$ cat src/rtl/sdprf_fifo_s.sv
// Purpose : show-ahead synchronous FIFO built on an inferred simple-dual-port register file.
// Latency : write into an empty queue becomes visible on o_rdata two edges later; 1 word/cycle once primed.
// Backpres: i_wr is dropped while o_full=1 (sets o_ovf); i_rd is ignored while o_empty=1 (sets o_udf).
//
// Ports:
//   i_clk, i_rst_n       clock, synchronous active-low reset
//   i_wr, i_wdata        write strobe and data
//   o_full, o_afull      registered fill flags derived from o_usedw
//   i_rd, o_rdata        pop strobe and head-of-queue word (valid while o_empty=0)
//   o_empty, o_usedw     head not presented / words accepted and not yet popped
//   o_ovf, o_udf         sticky overflow / underflow flags, cleared by i_clr_err
module sdprf_fifo_s #(
   parameter int DATA_W   = 22,
   parameter int DEPTH    = 16,
   parameter int ADDR_W   = 4,
   parameter int AFULL_TH = 12
) (
   input  logic              i_clk,
   input  logic              i_rst_n,
   input  logic              i_wr,
   input  logic [DATA_W-1:0] i_wdata,
   output logic              o_full,
   output logic              o_afull,
   input  logic              i_rd,
   output logic [DATA_W-1:0] o_rdata,
   output logic              o_empty,
   output logic [ADDR_W:0]   o_usedw,
   output logic              o_ovf,
   output logic              o_udf,
   input  logic              i_clr_err
);

   localparam logic [1:0] ST_EMPTY = 2'd0;
   localparam logic [1:0] ST_FETCH = 2'd1;
   localparam logic [1:0] ST_VALID = 2'd2;

   logic [DATA_W-1:0] r_mem [DEPTH];
   logic [ADDR_W-1:0] r_wptr;
   logic [ADDR_W-1:0] r_rptr;
   // Words sitting in the RAM that have not yet been loaded into the head register.
   logic [ADDR_W:0]   r_avail;
   logic [ADDR_W:0]   r_usedw;
   logic              r_full;
   logic              r_afull;
   logic [DATA_W-1:0] r_rdata;
   logic              r_ovf;
   logic              r_udf;
   logic [1:0]        r_state;

   logic              w_wr_ok;
   logic              w_rd_ok;
   logic              w_avail_nz;
   logic              w_load;
   logic [1:0]        w_state_nxt;
   logic [ADDR_W:0]   w_usedw_nxt;
   logic [ADDR_W:0]   w_avail_nxt;

   // Qualification uses this cycle's registered flags only.
   assign w_wr_ok    = i_wr & ~r_full;
   assign w_rd_ok    = i_rd & (r_state == ST_VALID);
   assign w_avail_nz = (r_avail != '0);

   // Prefetch control. w_load moves mem[r_rptr] into the head register at the
   // coming edge; the read port is thus registered straight into o_rdata.
   always_comb begin
      w_state_nxt = r_state;
      w_load      = 1'b0;
      case (r_state)
         ST_EMPTY: begin
            if (w_avail_nz) w_state_nxt = ST_FETCH;
         end
         ST_FETCH: begin
            w_load      = 1'b1;
            w_state_nxt = ST_VALID;
         end
         ST_VALID: begin
            if (w_rd_ok) begin
               if (w_avail_nz) begin
                  w_load = 1'b1;  // back-to-back reload, head stays valid
               end else if (w_wr_ok) begin
                  w_state_nxt = ST_FETCH;
               end else begin
                  w_state_nxt = ST_EMPTY;
               end
            end
         end
         default: w_state_nxt = ST_EMPTY;
      endcase
   end

   assign w_usedw_nxt = r_usedw + (ADDR_W+1)'(w_wr_ok) - (ADDR_W+1)'(w_rd_ok);
   assign w_avail_nxt = r_avail + (ADDR_W+1)'(w_wr_ok) - (ADDR_W+1)'(w_load);

   // Storage array is not reset; only the control state is.
   always_ff @(posedge i_clk) begin
      if (w_wr_ok) r_mem[r_wptr] <= i_wdata;
   end

   always_ff @(posedge i_clk) begin
      if (!i_rst_n) begin
         r_state <= ST_EMPTY;
         r_wptr  <= '0;
         r_rptr  <= '0;
         r_avail <= '0;
         r_usedw <= '0;
         r_full  <= 1'b0;
         r_afull <= 1'b0;
         r_rdata <= '0;
         r_ovf   <= 1'b0;
         r_udf   <= 1'b0;
      end else begin
         r_state <= w_state_nxt;
         r_avail <= w_avail_nxt;
         r_usedw <= w_usedw_nxt;
         r_full  <= (w_usedw_nxt == (ADDR_W+1)'(DEPTH));
         r_afull <= (w_usedw_nxt >= (ADDR_W+1)'(AFULL_TH));
         if (w_wr_ok) r_wptr <= r_wptr + ADDR_W'(1);
         if (w_load) begin
            r_rdata <= r_mem[r_rptr];
            r_rptr  <= r_rptr + ADDR_W'(1);
         end
         // A new error in the same cycle as a clear keeps the flag set.
         r_ovf <= (r_ovf & ~i_clr_err) | (i_wr & r_full);
         r_udf <= (r_udf & ~i_clr_err) | (i_rd & (r_state != ST_VALID));
      end
   end

   assign o_full  = r_full;
   assign o_afull = r_afull;
   assign o_rdata = r_rdata;
   assign o_empty = (r_state != ST_VALID);
   assign o_usedw = r_usedw;
   assign o_ovf   = r_ovf;
   assign o_udf   = r_udf;

endmodule

$ cat config.mk
export PLATFORM = sky130hd
export DESIGN_NAME = sdprf_fifo_s
export DESIGN_NICKNAME = d
export VERILOG_FILES = /design/src/rtl/sdprf_fifo_s.sv
export SDC_FILE = /design/constraint.sdc
export NUM_CORES = 1
export LEC_CHECK = 0
export BUFFER_PORTS_ARGS = -buffer_cell sky130_fd_sc_hd__buf_2
export CELL_PAD_IN_SITES_DETAIL_PLACEMENT = 0
export CELL_PAD_IN_SITES_GLOBAL_PLACEMENT = 2
export CORE_AREA = 5 5 198 200
export CTS_CLUSTER_DIAMETER = 120
export DETAILED_ROUTE_END_ITERATION = 6
export DIE_AREA = 0 0 203 205
export GPL_ROUTABILITY_DRIVEN = 0
export PLACE_DENSITY_LB_ADDON = 0.1
export SYNTH_ARGS = -nofsm -noshare
export SYNTH_HDL_FRONTEND = slang
export SYNTH_SLANG_ARGS = --single-unit
export TNS_END_PERCENT = 20
$ cat constraint.sdc
create_clock -name i_clk -period 3 [get_ports i_clk]
set_input_delay 0.6 -clock i_clk [delete_from_list [all_inputs] [get_ports i_clk]]
set_output_delay 0.6 -clock i_clk [all_outputs]
set_load 0.005 [all_outputs]
Word level (Yosys, flattened, before mapping). Memory sizes are Yosys's and may differ from the RTL's. A register that Yosys moved wholly into a read port is not among the register bits. Cells that the tools add are included.

Div/mod/pow operators: 0. Mux-type cells: 10. Magnitude comparators: 1. Shift operators: 0. Equality and inequality tests: 7. $mul: 0. Reduce and logical (&&, ||, !) cells: 4. $add $sub $neg: 6. Bitwise logic cells: 10.

Operator list (number): $add 5x1->5 (2); $sub 5x1->5 (2); $add 4x1->4 const B (2); $ne 2x2->1 const B (4); $and 1x1->1 (6); $mux 2 (3); $pmux 2 s3 (1); $eq 5x5->1 const B (1); $ge 5x4->1 const B (1); $mux 1 (5); $reduce_bool 5->1 (1); $reduce_and 3->1 (1); $eq 2x1->1 const B (1); $eq 2x2->1 const B (1); $logic_not 2->1 (1); $not 1->1 (2); $or 1x1->1 (2); $pmux 1 s2 (1); $logic_not 1->1 (1).

Memory bits (read-only): 0. Logic and storage cells: 48. Input bits: 27. Output and inout port bits: 32. Latch bits: 0. Memories: 1. Bits in writable memories: 352. Flip-flop bits (word level): 24.

Memories: r_mem (depth 16, width 22, rd ports 1, clocked after Yosys merged registers in 1, wr ports 1, RTL line 37) `logic [DATA_W-1:0] r_mem [DEPTH];`.

Depth between registers and ports, before layout. Gate-level depths: netlist of the first run.

Depth after elaboration: 6. Mapped depth: 16. Gate-level depth less buffers: 14.

Worst setup path after synthesis of the first run. OpenSTA, ideal clock, no wires.

Kind: input to register. Start: input i_wr. End: memory r_mem[3][0] (enable). Library setup time: 0.429 ns. Required time: 2.571 ns. Setup slack: -0.096 ns. Cell stages on the path: 4. Path buffers: 1. Arrival time: 2.668 ns. Cell sequence: nor2b_1 -> clkbuf_1 -> nand2_1 -> nor3_1.

Longest elaborated chain between the ends: 3.

RTL lines: from (decl) (RTL line 20) `input logic i_wr,`; $and 1x1->1 (RTL line 59) `assign w_wr_ok = i_wr & ~r_full;`; $mux 1 (RTL line 96) `if (w_wr_ok) r_mem[r_wptr] <= i_wdata;`; $mux 1 (implied by the code) (RTL line 96); to (decl) (RTL line 37).

No other way between the ends.

Worst setup path in the final report of the first run.
Start: register r_state[0]. End: register r_full, in the netlist o_full.

Longest elaborated chain between the ends: 4.

RTL lines: from (decl) (RTL line 48) `logic [1:0] r_state;`; from (signal assigned) (RTL line 112) `r_state <= w_state_nxt;`; $eq 2x2->1 (RTL line 60) `assign w_rd_ok = i_rd & (r_state == ST_VALID);`; $and 1x1->1 (RTL line 60); $sub 5x1->5 (RTL line 91) `assign w_usedw_nxt = r_usedw + (ADDR_W+1)'(w_wr_ok) - (ADDR_W+1)'(w_rd_ok);`; $eq 5x5->1 (RTL line 115) `r_full <= (w_usedw_nxt == (ADDR_W+1)'(DEPTH));`; to (signal assigned) (RTL line 115); to (decl) (RTL line 43) `logic r_full;`.

No other way between the ends. A chain may end at the register's enable or synchronous reset.

==> results_tabular.tex, run 1 <==
\begin{tabular}{lr}
\hline
Metric & Value \\
\hline
\multicolumn{2}{l}{\textbf{Status}} \\
\quad Status & finished clean \\
\multicolumn{2}{l}{\textbf{Place}} \\
\quad Pre-CTS WS & about 0.012 ns \\
\quad Total cell area at the placement stage & around 17,000 µm² \\
\quad HPWL after DPL & 20.9 mm \\
\quad IO buf count & 58 \\
\multicolumn{2}{l}{\textbf{Route}} \\
\quad Routed wl met2 & about 17 mm \\
\quad Remaining antenna violation count after routing & 0 \\
\quad Met3 wirelength from detailed routing & 1.69 mm \\
\quad Detailed Routing Iterations Pass 1 & 5 \\
\quad \# DRC & 0 \\
\quad Starting DRC count in detailed routing & roughly 550 \\
\quad Routed via count & just over 8,000 \\
\quad WL/cell & 24.2 µm \\
\quad Met1 routed wirelength after detailed routing & between 15 and 20 mm \\
\quad Highest Signal Layer & met5 \\
\quad Final routed wirelength across all metal layers & 35.6 mm \\
\quad Vias/cell & approximately 5.5 \\
\multicolumn{2}{l}{\textbf{Yosys}} \\
\quad Cell accounting for the most synthesized area & sky130\_fd\_sc\_hd\_\_edfxtp\_1 \\
\quad Total standard cell area after synthesis & $\sim$15,000 µm² \\
\quad Top cells by area in the synthesized netlist & sky130\_fd\_sc\_hd\_\_edfxtp\_1 68\%, sky130\_fd\_sc\_hd\_\_mux4\_2 6.4\%, sky130\_fd\_sc\_hd\_\_dfxtp\_1 6.0\% \\
\quad Avg Cell Area, Syn & $\sim$18 µm² \\
\quad Most common flop cell mapped by yosys & sky130\_fd\_sc\_hd\_\_edfxtp\_1 \\
\quad Distinct cell type count of the synthesized netlist & 44 \\
\quad FFs w/ async S/R, synth & 0 \\
\quad Synthesized net count & between 900 and 1,000 \\
\quad Portion of the post-synthesis area used by sequential elements & 0.743 \\
\quad Number of synthesized register bits & 398 \\
\quad Cell count after synthesis & roughly 870 \\
\quad Number of warnings printed during yosys synthesis & 0 \\
\quad EDFF count, synth & approximately 350 \\
\quad Synth top area share & 0.684 \\
\multicolumn{2}{l}{\textbf{Clock tree}} \\
\quad TritonCTS buffer count & 43 \\
\quad Number of buffers on the longest clock path & 3 \\
\quad TritonCTS clock tree & yes \\
\quad Clk root buf & sky130\_fd\_sc\_hd\_\_clkbuf\_16 \\
\quad H-tree depth reported by CTS & 2 \\
\quad Number of buffers inserted by hold repair at cts & 0 \\
\quad CTS Sinks & just under 400 \\
\quad Clock transition at the registers of the reported paths & about 0.06 ns \\
\quad Source-to-sink clock delay at the later pin of the worst-skew pair & between 0.5 and 0.6 ns \\
\multicolumn{2}{l}{\textbf{Worst setup path}} \\
\quad Capture instance of the worst register-to-register path & o\_full \\
\quad Flop2flop setup slack & 0.22 ns \\
\quad Endpoint required time on the critical path & between 3 and 4 ns \\
\quad Count of buffer and inverter cells on the critical path & 3 \\
\quad Slowest stage cell on the critical path & sky130\_fd\_sc\_hd\_\_or3b\_2 \\
\quad Startpoint of the worst register-to-register path & r\_state[0] \\
\quad Origin of the worst setup path & r\_state[0] \\
\quad Crit start category & register \\
\quad Number of gates on the worst path with buffers counted & 11 \\
\quad Longest individual stage delay on the worst path & roughly 0.45 ns \\
\quad Worst r2r path cells & 11 \\
\quad Crit path arrival time & between 3 and 4 ns \\
\quad Dominant delay contributor by cell family on the critical path & adder cells \\
\quad Critical path cell sequence & inv\_1 -> ha\_2 -> and2\_1 -> ha\_1 -> inv\_1 -> ha\_1 -> inv\_1 -> fa\_1 -> xnor2\_1 -> or3b\_2 -> a2111oi\_2 \\
\quad Critical path peak fanout & 5 \\
\quad Critical path class & register to register \\
\quad Most repeated library cell on the critical path & sky130\_fd\_sc\_hd\_\_inv\_1 \\
\quad Worst setup EP type & register \\
\multicolumn{2}{l}{\textbf{Global route}} \\
\quad First-pass GRT wire length & approximately 53 mm \\
\quad Vias in the first global route & approximately 8,400 \\
\quad Global-route total usage across every layer & 0.171 \\
\quad Leftover overflow at the end of global routing & 0 \\
\quad Initial antenna violation count & 1 \\
\quad Pin count of the biggest net entering global routing & 64 \\
\multicolumn{2}{l}{\textbf{STA}} \\
\quad Worst Max-Slew Pin Slew & 0.741 ns \\
\quad Final critical path time including I/O delays and setup & between 2 and 3 ns \\
\quad Setup repair after global routing missed its margin & false \\
\quad Final Cycle Share & 0.927 \\
\quad Number of hold violations in the final report & 0 \\
\quad Total negative setup slack & 0 ns \\
\quad Slew Viols, Final & 0 \\
\quad Peak clock frequency supported by timing & between 300 and 400 MHz \\
\quad Minimum setup slack in the final design & $\sim$0.22 ns \\
\quad Final worst hold slack & approximately 0.31 ns \\
\quad Count of endpoints failing setup in the final report & 0 \\
\quad Slew headroom & 0.503 \\
\quad Worst Clk Skew & between 0.009 and 0.01 ns \\
\multicolumn{2}{l}{\textbf{Floorplanning}} \\
\quad Count of pins on the block boundary & $\sim$60 \\
\quad Core region area & between 30,000 and 40,000 µm² \\
\quad Floorplan die area & about 42,000 µm² \\
\quad Placement Rows & 71 \\
\quad Effective utilization at floorplan & 0.415 \\
\quad Die outline width & about 200 µm \\
\quad Die height & $\sim$210 µm \\
\multicolumn{2}{l}{\textbf{Pwr}} \\
\quad Worst vdd ir & around 0.50 mV \\
\quad Power Dens Cells & just over 800 nW/µm² \\
\quad Combinational cell fraction of total power & 0.160 \\
\quad Switching power share of the total & 0.248 \\
\quad Total net switching power & 3620 µW \\
\quad Total internal power & between 10,000 and 15,000 µW \\
\quad Total chip power & $\sim$15,000 µW \\
\quad Sequential share of power & 0.455 \\
\quad Leakage component of the power & about 0.006 µW \\
\quad Part of the total power dissipated in the clock network & 0.385 \\
\multicolumn{2}{l}{\textbf{Flow run}} \\
\quad Number of maximum-capacitance constraint violations & 0 \\
\multicolumn{2}{l}{\textbf{Layout}} \\
\quad Antenna diodes & 0 \\
\quad Net count reported at finish & 1,015 \\
\quad Share of layout cells above drive strength 1 & 0.247 \\
\quad Register area & between 10,000 and 15,000 µm² \\
\quad Filler Cells Inserted & roughly 3,000 \\
\quad Final std cell area, no fill & between 15,000 and 20,000 µm² \\
\quad Multi-input combinational cell area & roughly 3700 µm² \\
\quad Synth-to-Final Area Change & 16.8\% \\
\multicolumn{2}{l}{\textbf{Min path}} \\
\quad Worst min-delay path class & input port to register \\
\quad Beginning of the worst hold path & i\_wr \\
\quad Hold Crit Depth & 3 \\
\quad Hold endpoint & o\_ovf \\
\hline
\end{tabular}
[metal layers]
metal  vias to the layer above  GRT usage
li1                       3657          -
met1                      4196      0.230
met2                       188      0.286
met3                        61     0.0318
met4                         2     0.0563
met5                         -          0
[synth_stat cells, types with 8 or more instances]
cell	n
sky130_fd_sc_hd__mux4_2	44
sky130_fd_sc_hd__edfxtp_1	352
sky130_fd_sc_hd__buf_2	16
sky130_fd_sc_hd__nor3_1	11
sky130_fd_sc_hd__buf_4	9
sky130_fd_sc_hd__ha_1	20
sky130_fd_sc_hd__dfxtp_1	46
sky130_fd_sc_hd__nor2_1	23
sky130_fd_sc_hd__clkbuf_1	17
sky130_fd_sc_hd__o22ai_1	44
sky130_fd_sc_hd__inv_1	21
sky130_fd_sc_hd__a211oi_1	16
sky130_fd_sc_hd__a21oi_1	33
sky130_fd_sc_hd__nand2_1	11
sky130_fd_sc_hd__mux2i_1	88
sky130_fd_sc_hd__o21ai_0	27
sky130_fd_sc_hd__a22oi_1	8
sky130_fd_sc_hd__a31oi_1	16
[area by class of cell]
| cell class | instances | area share |
|---|---|---|
| inverter | 23 | 0.00478 |
| timing repair buffer | 104 | 0.0373 |
| sequential | 398 | 0.637 |
| clock inverter | 24 | 0.0179 |
| tap | 474 | 0.0328 |
| multi-input combinational | 396 | 0.204 |
| clock buffer | 55 | 0.0672 |
[worst reg2reg max path, delay by kind of cell (launching register included)]
family                   cells  cell delay (ns)
AO/OA/AOI/OAI                1             0.32
XOR/XNOR                     1             0.15
adder cells (fa/ha/maj)      4             1.05
buffers and inverters        3             0.19
flip-flops                   1             0.35
AND/OR/NAND/NOR              2             0.61
[cells in the final DEF, fill, tap and decap left out, types with 8 or more instances in the layout]
master | synthesis | routed
sky130_fd_sc_hd__a21oi_1 | 33 | 33
sky130_fd_sc_hd__nor2_1 | 23 | 11
sky130_fd_sc_hd__a31oi_1 | 16 | 16
sky130_fd_sc_hd__o22ai_1 | 44 | 44
sky130_fd_sc_hd__nand2_1 | 11 | 11
sky130_fd_sc_hd__ha_1 | 20 | 19
sky130_fd_sc_hd__nor2_2 | 0 | 12
sky130_fd_sc_hd__mux4_2 | 44 | 44
sky130_fd_sc_hd__a211oi_1 | 16 | 16
sky130_fd_sc_hd__a22oi_1 | 8 | 8
sky130_fd_sc_hd__buf_2 | 16 | 58
sky130_fd_sc_hd__buf_4 | 9 | 43
sky130_fd_sc_hd__clkinv_2 | 0 | 8
sky130_fd_sc_hd__dfxtp_1 | 46 | 43
sky130_fd_sc_hd__mux2i_1 | 88 | 88
sky130_fd_sc_hd__clkbuf_16 | 0 | 45
sky130_fd_sc_hd__edfxtp_1 | 352 | 352
sky130_fd_sc_hd__o21ai_0 | 27 | 27
sky130_fd_sc_hd__inv_1 | 21 | 21
[power groups by stage]
stage,clock (µW),sequential [µW],combinational [µW]
2_1_floorplan,0,6680,1620
3_3_place_gp,0,6720,2260
3_5_place_dp,0,6740,2330
4_1_cts,5770,6620,2350
5_1_grt,6010,6660,2580
6_report,5610,6630,2330
[repair_timing]
action | in CTS | in global routing
endpoints found under the hold margin | 0 | 0
setup endpoints to repair | 0 | 2
buffers inserted | 0 | 1
gates resized for setup | 0 | 3
[kinds of logic (layout without fill, tap and decap cells)]
family,after synthesis,in the layout,share of synthesized area
flops,398,398,0.743
simple gates,78,78,0.0276
compound gates,153,153,0.0600
xor+xnor,11,11,0.00623
buf+inv,71,206,0.0232
fa+ha+maj,22,22,0.0188
mux,132,132,0.121
[worst max path at each step]
stage                     slack (ns)     endpoint
after floorplan                -0.06  r_mem[0][0]
after global routing            0.02   r_avail[4]
after CTS                        0.1       o_full
final                           0.22       o_full
after global placement        -0.008       o_full
after detailed placement        0.01       o_full
[per-stage QoR]
step | util | std cells
global placement | 0.444 | 1394
finish | 0.485 | 1474
CTS | 0.485 | 1473
global route | 0.485 | 1474
detailed placement | 0.444 | 1394
floorplan | - | 865
[flip-flops by register name (all words and copies together), names as in the netlist]
register	count
o_udf	1
r_rptr	4
r_avail	5
r_wptr	4
o_rdata	22
o_afull	1
o_usedw	5
r_state	2
o_full	1
o_ovf	1
r_mem	352
Note: power is estimated with default switching activity, not from simulation.
==> run 2, diff against run 1 <==
--- a/config.mk
+++ b/config.mk
@@ -5,13 +5,14 @@
 export SDC_FILE = /design/constraint.sdc
 export NUM_CORES = 1
 export LEC_CHECK = 0
+export ABC_AREA = 1
 export BUFFER_PORTS_ARGS = -buffer_cell sky130_fd_sc_hd__buf_2
 export CELL_PAD_IN_SITES_DETAIL_PLACEMENT = 0
-export CELL_PAD_IN_SITES_GLOBAL_PLACEMENT = 2
-export CORE_AREA = 5 5 198 200
+export CELL_PAD_IN_SITES_GLOBAL_PLACEMENT = 1
+export CORE_AREA = 5 5 204 206
 export CTS_CLUSTER_DIAMETER = 120
 export DETAILED_ROUTE_END_ITERATION = 6
-export DIE_AREA = 0 0 203 205
+export DIE_AREA = 0 0 209 211
 export GPL_ROUTABILITY_DRIVEN = 0
 export PLACE_DENSITY_LB_ADDON = 0.1
 export SYNTH_ARGS = -nofsm -noshare
==> run 2 against run 1 <==
  * Worst hold slack worse by 0.012 ns
  * Register-to-register slack better by 0.16 ns
  * Synthesized cell count grew 95%
  * Maximum frequency increased by 5.9%
  * Clock-buffer cell count up 24
  * Sequential share of layout area shrank 5.2 points
  * Routed wire length grew 25%
  * Synthesized area is 11% higher
  * Non-clock buffer count is 6 lower
  * Global-route usage increased by 3.2 points
  * Largest cell class unchanged
  * First-iteration DRC count is 43% higher
  * Sequential power rose by 0.6%
==> results_tabular.tex, run 2 <==
\begin{tabular}{lr}
\hline
Metric & Value \\
\hline
\multicolumn{2}{l}{\textbf{Clock tree}} \\
\quad TritonCTS buffer count & 45 (+4.7\%) \\
\quad Source-to-sink clock delay at the later pin of the worst-skew pair & 0.57 ns (about the same) \\
\quad Number of buffers inserted by hold repair at cts & 0 (unchanged) \\
\quad Clock transition at the registers of the reported paths & 0.06 ns (about the same) \\
\quad CTS Sinks & 398 (unchanged) \\
\quad Clk root buf & sky130\_fd\_sc\_hd\_\_clkbuf\_16 \\
\quad Number of buffers on the longest clock path & 3 (unchanged) \\
\quad H-tree depth reported by CTS & 2 (unchanged) \\
\quad TritonCTS clock tree & yes \\
\multicolumn{2}{l}{\textbf{STA}} \\
\quad Peak clock frequency supported by timing & 381 MHz (+5.9\%) \\
\quad Slew headroom & 0.394 (-0.109) \\
\quad Total negative setup slack & 0 ns (unchanged) \\
\quad Worst Clk Skew & 0.0158 ns (+0.00661 ns) \\
\quad Setup repair after global routing missed its margin & false \\
\quad Final critical path time including I/O delays and setup & 2.63 ns (-0.156 ns) \\
\quad Slew Viols, Final & 0 (unchanged) \\
\quad Number of hold violations in the final report & 0 (unchanged) \\
\quad Count of endpoints failing setup in the final report & 0 (unchanged) \\
\quad Worst Max-Slew Pin Slew & 0.908 ns (+0.166 ns) \\
\quad Final Cycle Share & 0.875 (-0.0520) \\
\multicolumn{2}{l}{\textbf{Worst setup path}} \\
\quad Flop2flop setup slack & 0.37 ns (+0.16 ns) \\
\quad Worst setup EP type & register \\
\quad Critical path class & register to register \\
\quad Capture instance of the worst register-to-register path & o\_afull \\
\quad Worst r2r path cells & 15 (+4) \\
\quad Slowest stage cell on the critical path & sky130\_fd\_sc\_hd\_\_fa\_1 \\
\quad Crit path arrival time & 3.07 ns (-0.16 ns) \\
\quad Dominant delay contributor by cell family on the critical path & adder cells \\
\quad Most repeated library cell on the critical path & sky130\_fd\_sc\_hd\_\_inv\_1 \\
\quad Critical path peak fanout & 4 (-1) \\
\quad Longest individual stage delay on the worst path & 0.43 ns (-0.02 ns) \\
\quad Count of buffer and inverter cells on the critical path & 6 (+3) \\
\quad Startpoint of the worst register-to-register path & r\_state[0] \\
\quad Endpoint required time on the critical path & 3.44 ns (about the same) \\
\quad Critical path cell sequence & inv\_1 -> ha\_1 -> nand2\_1 -> inv\_2 -> ha\_1 -> inv\_1 -> ha\_1 -> inv\_1 -> fa\_1 -> inv\_1 -> a21oi\_1 -> o21ai\_0 -> inv\_1 -> o21ai\_0 -> nand2\_1 \\
\quad Crit start category & register \\
\multicolumn{2}{l}{\textbf{Route}} \\
\quad Highest Signal Layer & met4 \\
\quad WL/cell & 19.3 µm (-20\%) \\
\quad Routed via count & 11,200 (+38\%) \\
\quad Starting DRC count in detailed routing & 789 (+43\%) \\
\quad Routed wl met2 & 20.6 mm (+18\%) \\
\quad Met3 wirelength from detailed routing & 1.89 mm (+12\%) \\
\quad \# DRC & 0 (unchanged) \\
\quad Detailed Routing Iterations Pass 1 & 5 (unchanged) \\
\quad Final routed wirelength across all metal layers & 44.7 mm (+25\%) \\
\quad Met1 routed wirelength after detailed routing & 21.5 mm (+38\%) \\
\quad Remaining antenna violation count after routing & 0 (unchanged) \\
\quad Vias/cell & 4.85 (-12\%) \\
\multicolumn{2}{l}{\textbf{Flow run}} \\
\quad Number of maximum-capacitance constraint violations & 0 (unchanged) \\
\multicolumn{2}{l}{\textbf{Yosys}} \\
\quad Cell accounting for the most synthesized area & sky130\_fd\_sc\_hd\_\_edfxtp\_1 \\
\quad Portion of the post-synthesis area used by sequential elements & 0.668 (-0.0746) \\
\quad Number of warnings printed during yosys synthesis & 0 (unchanged) \\
\quad Synth top cells by count & 580 x sky130\_fd\_sc\_hd\_\_nand2\_1, 352 x sky130\_fd\_sc\_hd\_\_edfxtp\_1, 250 x sky130\_fd\_sc\_hd\_\_nand3\_1, 235 x sky130\_fd\_sc\_hd\_\_inv\_1, 65 x sky130\_fd\_sc\_hd\_\_nor2\_1 \\
\quad Cell count after synthesis & 1,687 (+95\%) \\
\quad Top cells by area in the synthesized netlist & sky130\_fd\_sc\_hd\_\_edfxtp\_1 61\%, sky130\_fd\_sc\_hd\_\_nand2\_1 13\%, sky130\_fd\_sc\_hd\_\_nand3\_1 7.3\% \\
\quad Leading cell type by number of instances after synthesis & sky130\_fd\_sc\_hd\_\_nand2\_1 \\
\quad Number of synthesized register bits & 398 (unchanged) \\
\quad FFs w/ async S/R, synth & 0 (unchanged) \\
\quad Synthesized net count & 1,736 (+90\%) \\
\quad Distinct cell type count of the synthesized netlist & 30 (-32\%) \\
\quad Total standard cell area after synthesis & 17,200 µm² (+11\%) \\
\quad Avg Cell Area, Syn & 10.2 µm² (-43\%) \\
\quad Synth top area share & 0.615 (-0.0687) \\
\quad Most common flop cell mapped by yosys & sky130\_fd\_sc\_hd\_\_edfxtp\_1 \\
\quad EDFF count, synth & 352 (unchanged) \\
\multicolumn{2}{l}{\textbf{Layout}} \\
\quad Flip-flop count of the largest register after layout & 352 (unchanged) \\
\quad Leading cell type in the layout, fill and taps excluded & sky130\_fd\_sc\_hd\_\_nand2\_1 \\
\quad Net count reported at finish & 1,800 (+77\%) \\
\quad Final std cell area, no fill & 19,700 µm² (+8.9\%) \\
\quad Final instance count without filler cells & 2,313 (+57\%) \\
\quad Antenna diodes & 0 (unchanged) \\
\quad Share of the core filled with cells in the final layout & 0.499 (+0.0133) \\
\quad Most frequent cells in the layout & 580 x sky130\_fd\_sc\_hd\_\_nand2\_1, 352 x sky130\_fd\_sc\_hd\_\_edfxtp\_1, 250 x sky130\_fd\_sc\_hd\_\_nand3\_1, 235 x sky130\_fd\_sc\_hd\_\_inv\_1, 58 x sky130\_fd\_sc\_hd\_\_buf\_2 \\
\quad Most flop-heavy register & r\_mem \\
\quad Share of layout cells above drive strength 1 & 0.112 (-0.135) \\
\quad Synth-to-Final Area Change & 14.5\% \\
\multicolumn{2}{l}{\textbf{Floorplanning}} \\
\quad Die height & 211 µm (+2.9\%) \\
\quad Floorplan die area & 44,100 µm² (+6.0\%) \\
\quad Placement Rows & 73 (+2.8\%) \\
\quad Core region area & 39,500 µm² (+6.0\%) \\
\quad Count of pins on the block boundary & 59 (unchanged) \\
\quad Die outline width & 209 µm (+3.0\%) \\
\quad Effective utilization at floorplan & 0.436 (+0.0202) \\
\multicolumn{2}{l}{\textbf{Global route}} \\
\quad Pin count of the biggest net entering global routing & 179 (+180\%) \\
\quad Initial antenna violation count & 0 (-1) \\
\quad Global-route total usage across every layer & 0.204 (+0.0322) \\
\quad First-pass GRT wire length & 68.1 mm (+29\%) \\
\quad Leftover overflow at the end of global routing & 0 (unchanged) \\
\quad Vias in the first global route & 10,900 (+31\%) \\
\multicolumn{2}{l}{\textbf{Place}} \\
\quad IO buf count & 58 (unchanged) \\
\quad Total cell area at the placement stage & 18,200 µm² (+10\%) \\
\quad Number of placed cells counting well taps & 2,229 (+60\%) \\
\quad HPWL after DPL & 23.7 mm (+13\%) \\
\multicolumn{2}{l}{\textbf{Min path}} \\
\quad Worst min-delay path class & input port to register \\
\quad Beginning of the worst hold path & i\_wr \\
\quad Hold Crit Depth & 3 (unchanged) \\
\quad Hold endpoint & o\_ovf \\
\multicolumn{2}{l}{\textbf{Pwr}} \\
\quad Power Dens Cells & 826 nW/µm² (+2.4\%) \\
\quad Total chip power & 16,300 µW (+12\%) \\
\quad Leakage component of the power & 0.00831 µW (+42\%) \\
\quad Worst vdd ir & 0.518 mV (+2.9\%) \\
\multicolumn{2}{l}{\textbf{Status}} \\
\quad Status & finished clean \\
\hline
\end{tabular}
## run 2: cell count changes in the layout (fill, tap and decap cells not counted), sizes merged, moves of 24 or more
cell / previous run / this run
mux2i: 88 / 0
clkbuf: 55 / 79
nor2: 23 / 76
mux4: 44 / 0
nand3: 4 / 250
o22ai: 44 / 0
inv: 24 / 241
nand2: 11 / 582
## run 2: what timing repair did
action | 4_1_cts | 5_1_grt
resized for setup | 0 | 1
setup buffers | 0 | 0
endpoints found under the setup margin | 0 | 1
## run 2: how the worst max path moves through the flow
stage / from / slack, ns / end / depth (start not counted)
after floorplan: i_wr / 0.25 / o_afull / 14
after global placement: i_wr / 0.20 / o_afull / 15
after detailed placement: i_wr / 0.24 / o_afull / 15
after CTS: r_avail[3] / 0.30 / r_avail[4] / 17
after global routing: r_avail[3] / 0.07 / r_avail[4] / 17
final: r_state[0] / 0.37 / o_afull / 15
## run 2: where the power goes
| part | internal (µW) | switching [µW] | leakage (µW) |
|---|---|---|---|
| Sequential | 6450 | 222 | 0.00356 |
| Clock | 3170 | 2160 | 0.000710 |
| Combinational | 1390 | 2860 | 0.00404 |
| Total | 11000 | 5240 | 0.00831 |
## run 2: cell type report
cell class | count | area, µm²
Clock buffer | 79 | 1410
Clock inverter | 5 | 55.1
Fill cell | 3582 | 19800
Inverter | 241 | 910
Multi-Input combinational cell | 967 | 4400
Sequential cell | 398 | 11500
Tap cell | 525 | 657
Timing Repair Buffer | 98 | 753
## run 2: logic make-up after synthesis
| kind of cell | Yosys count | share of synthesized area |
|---|---|---|
| xor gates and xnor gates | 7 | 0.00357 |
| and+or+nand+nor | 911 | 0.220 |
| buffers and inverters | 322 | 0.0830 |
| AOI/OAI and AO/OA | 27 | 0.00830 |
| DFF | 398 | 0.668 |
| adders and majority gates | 22 | 0.0169 |
## run 2: tightest hold or removal path: stages
cell,delay [ns]
sky130_fd_sc_hd__buf_2,0.10
sky130_fd_sc_hd__nand2_1,0.05
sky130_fd_sc_hd__a21oi_1,0.05
## run 2: metrics by stage
| stage | setup slack [ns] | hold WS (ns) |
|---|---|---|
| finish | 0.375 | 0.295 |
| global route | 0.0687 | 0.273 |
| CTS | 0.303 | 0.254 |
| detailed placement | 0.245 | 0.458 |
| global placement | 0.204 | 0.448 |
| floorplan | 0.246 | 0.455 |
## run 2: layer usage
metal,global-route usage,up-vias
met4,0.0432,0
met3,0.0310,47
met5,0,-
li1,-,5592
met1,0.298,5375
met2,0.327,207
==> run 3, diff against run 2 <==
--- a/config.mk
+++ b/config.mk
@@ -14,6 +14,7 @@
 export DETAILED_ROUTE_END_ITERATION = 6
 export DIE_AREA = 0 0 209 211
 export GPL_ROUTABILITY_DRIVEN = 0
+export GPL_TIMING_DRIVEN = 0
 export PLACE_DENSITY_LB_ADDON = 0.1
 export SYNTH_ARGS = -nofsm -noshare
 export SYNTH_HDL_FRONTEND = slang
==> run 3 against run 2 <==
  * Final cell count grew 1.6%
  * Non-clock buffer count grew 45
  * First-iteration DRC count shrank 21%
  * Register-to-register slack lost 0.27 ns
  * Critical endpoint is now r_avail[4]
  * Highest routed layer unchanged
==> results_tabular.tex, run 3 (synthesis results as in run 2) <==
\begin{tabular}{lr}
\hline
Metric & Value \\
\hline
\multicolumn{2}{l}{\textbf{Place}} \\
\quad Number of placed cells counting well taps & 2,274 (+2.0\%) \\
\quad HPWL after DPL & 30.4 mm (+28\%) \\
\quad Total cell area at the placement stage & 18,300 µm² (+0.75\%) \\
\quad IO buf count & 58 (unchanged) \\
\multicolumn{2}{l}{\textbf{Floorplanning}} \\
\quad Die height & 211 µm (unchanged) \\
\quad Core region area & 39,500 µm² (unchanged) \\
\quad Effective utilization at floorplan & 0.436 (unchanged) \\
\quad Placement Rows & 73 (unchanged) \\
\quad Floorplan die area & 44,100 µm² (unchanged) \\
\quad Count of pins on the block boundary & 59 (unchanged) \\
\quad Die outline width & 209 µm (unchanged) \\
\multicolumn{2}{l}{\textbf{STA}} \\
\quad Count of endpoints failing setup in the final report & 0 (unchanged) \\
\quad Slew headroom & 0.378 (-0.0161) \\
\quad Final critical path time including I/O delays and setup & 2.89 ns (+0.266 ns) \\
\quad Worst Max-Slew Pin Slew & 0.930 ns (+0.0229 ns) \\
\quad Number of hold violations in the final report & 0 (unchanged) \\
\quad Setup repair after global routing missed its margin & true \\
\quad Peak clock frequency supported by timing & 346 MHz (-9.2\%) \\
\quad Final Cycle Share & 0.964 (+0.0888) \\
\quad Worst Clk Skew & 0.0118 ns (-0.00402 ns) \\
\quad Total negative setup slack & 0 ns (unchanged) \\
\quad Slew Viols, Final & 0 (unchanged) \\
\multicolumn{2}{l}{\textbf{Global route}} \\
\quad Initial antenna violation count & 1 (+1) \\
\quad Leftover overflow at the end of global routing & 0 (unchanged) \\
\quad Global-route total usage across every layer & 0.212 (+0.00835) \\
\quad Pin count of the biggest net entering global routing & 23 (-87\%) \\
\quad First-pass GRT wire length & 69.4 mm (+2.0\%) \\
\quad Vias in the first global route & 10,900 (-0.66\%) \\
\multicolumn{2}{l}{\textbf{Route}} \\
\quad Remaining antenna violation count after routing & 0 (unchanged) \\
\quad Detailed Routing Iterations Pass 1 & 7 (+2) \\
\quad WL/cell & 19.8 µm (+2.7\%) \\
\quad Vias/cell & 4.87 (+0.38\%) \\
\quad Starting DRC count in detailed routing & 620 (-21\%) \\
\quad Final routed wirelength across all metal layers & 46.6 mm (+4.4\%) \\
\quad Routed via count & 11,400 (+2.0\%) \\
\quad \# DRC & 0 (unchanged) \\
\multicolumn{2}{l}{\textbf{Layout}} \\
\quad Multi-input combinational cell area & 4400 µm² (about the same) \\
\quad Synth-to-Final Area Change & 14.8\% \\
\quad Register area & 11,500 µm² (about the same) \\
\quad Net count reported at finish & 1,845 (+2.5\%) \\
\quad Share of layout cells above drive strength 1 & 0.115 (+0.00321) \\
\quad Final instance count without filler cells & 2,351 (+1.6\%) \\
\quad Most flop-heavy register & r\_mem \\
\quad Most frequent cells in the layout & 580 x sky130\_fd\_sc\_hd\_\_nand2\_1, 352 x sky130\_fd\_sc\_hd\_\_edfxtp\_1, 250 x sky130\_fd\_sc\_hd\_\_nand3\_1, 235 x sky130\_fd\_sc\_hd\_\_inv\_1, 84 x sky130\_fd\_sc\_hd\_\_buf\_2 \\
\quad Flip-flop count of the largest register after layout & 352 (unchanged) \\
\quad Leading cell type in the layout, fill and taps excluded & sky130\_fd\_sc\_hd\_\_nand2\_1 \\
\quad Filler Cells Inserted & 3,648 (+1.8\%) \\
\quad Final std cell area, no fill & 19,700 µm² (+0.26\%) \\
\multicolumn{2}{l}{\textbf{Clock tree}} \\
\quad Setup Fix Bufs, Post-CTS & 0 (unchanged) \\
\quad Clk root buf & sky130\_fd\_sc\_hd\_\_clkbuf\_16 \\
\quad Number of buffers inserted by hold repair at cts & 0 (unchanged) \\
\quad CTS Sinks & 398 (unchanged) \\
\quad TritonCTS buffer count & 45 (unchanged) \\
\quad Clock transition at the registers of the reported paths & 0.06 ns (about the same) \\
\quad H-tree depth reported by CTS & 2 (unchanged) \\
\quad TritonCTS clock tree & yes \\
\quad Number of buffers on the longest clock path & 3 (unchanged) \\
\quad Source-to-sink clock delay at the later pin of the worst-skew pair & 0.56 ns (about the same) \\
\multicolumn{2}{l}{\textbf{Worst setup path}} \\
\quad Crit path arrival time & 3.39 ns (+0.32 ns) \\
\quad Most repeated library cell on the critical path & sky130\_fd\_sc\_hd\_\_inv\_1 \\
\quad Slowest stage cell on the critical path & sky130\_fd\_sc\_hd\_\_fa\_2 \\
\quad Crit start category & register \\
\quad Worst setup EP type & register \\
\quad Flop2flop setup slack & 0.11 ns (-0.27 ns) \\
\quad Critical path peak fanout & 10 (+6) \\
\quad Longest individual stage delay on the worst path & 0.38 ns (-0.05 ns) \\
\quad Endpoint required time on the critical path & 3.49 ns (+0.05 ns) \\
\quad Dominant delay contributor by cell family on the critical path & adder cells \\
\quad Critical path class & register to register \\
\quad Count of buffer and inverter cells on the critical path & 7 (+1) \\
\quad Critical path cell sequence & inv\_1 -> ha\_1 -> inv\_1 -> nor2\_2 -> nand2\_1 -> nand2\_1 -> nand2\_2 -> nand2\_4 -> inv\_2 -> buf\_6 -> buf\_6 -> ha\_1 -> inv\_1 -> ha\_1 -> inv\_1 -> fa\_2 -> o31ai\_4 -> o21ai\_0 -> a21oi\_1 \\
\multicolumn{2}{l}{\textbf{Pwr}} \\
\quad Worst vdd ir & 0.454 mV (-12\%) \\
\quad Power Dens Cells & 848 nW/µm² (+2.7\%) \\
\quad Leakage component of the power & 0.00837 µW (+0.78\%) \\
\multicolumn{2}{l}{\textbf{Status}} \\
\quad Status & finished clean \\
\multicolumn{2}{l}{\textbf{Min path}} \\
\quad Worst min-delay path class & input port to register \\
\multicolumn{2}{l}{\textbf{Flow run}} \\
\quad Number of maximum-capacitance constraint violations & 0 (unchanged) \\
\hline
\end{tabular}
run 3: cell types whose count changed in the layout (fill, tap and decap cells not counted), sizes merged:
cell / change
diode: +1
bufinv: +4
clkinv: +4
buf: +32
inv: -1
clkbuf: -2
run 3: per-stage QoR:
step	util	setup WS (ns)	power, µW	hold slack [ns]
2_1_floorplan	-	0.246	9800	0.455
3_3_place_gp	0.460	-0.878	11500	0.447
3_5_place_dp	0.465	-0.478	11600	0.454
4_1_cts	0.499	0.0146	16800	0.278
5_1_grt	0.500	-0.0895	17700	0.290
6_report	0.500	0.108	16700	0.307
run 3: path summary, 6_finish.rpt:
path,depth (start not counted),from,endpoint
hold / removal,3,i_wr,o_ovf
hold reg to reg,2,o_udf,o_udf
setup reg to reg,19,r_avail[2],r_avail[4]
setup / recovery,19,r_avail[2],r_avail[4]
run 3: area by class of cell:
type	count	share of cell area
plain buffers	81	0.0263
diodes	1	0.000127
clock buffers	64	0.0607
well taps	525	0.0333
repair buffers	62	0.0203
multi-input cells	967	0.223
flip-flops and latches	398	0.583
clock inverters	12	0.00786
inverters	241	0.0461
run 3: what timing repair did:
item / CTS / global route
cloned: 0 / 0
resized for setup: 2 / 5
endpoints found under the setup margin: 4 / 4
run 3: tightest hold or removal path: stages:
cell                      delay [ns]
sky130_fd_sc_hd__buf_2          0.10
sky130_fd_sc_hd__nand2_1        0.05
sky130_fd_sc_hd__a21oi_1        0.06
run 3: metal layers:
layer | share of wire | GRT usage | routed length (µm)
met1 | 0.45 | 0.295 | 21000
met2 | 0.47 | 0.347 | 21700
met3 | 0.065 | 0.0447 | 3010
met4 | 0.019 | 0.0466 | 906
met5 | 0 | 0 | 0
run 3: where the power goes:
part / switching (µW) / total, µW / internal [µW]
registers: 183 / 6630 / 6450
logic: 3340 / 4900 / 1560
clock network: 2100 / 5190 / 3100
total: 5620 / 16700 / 11100
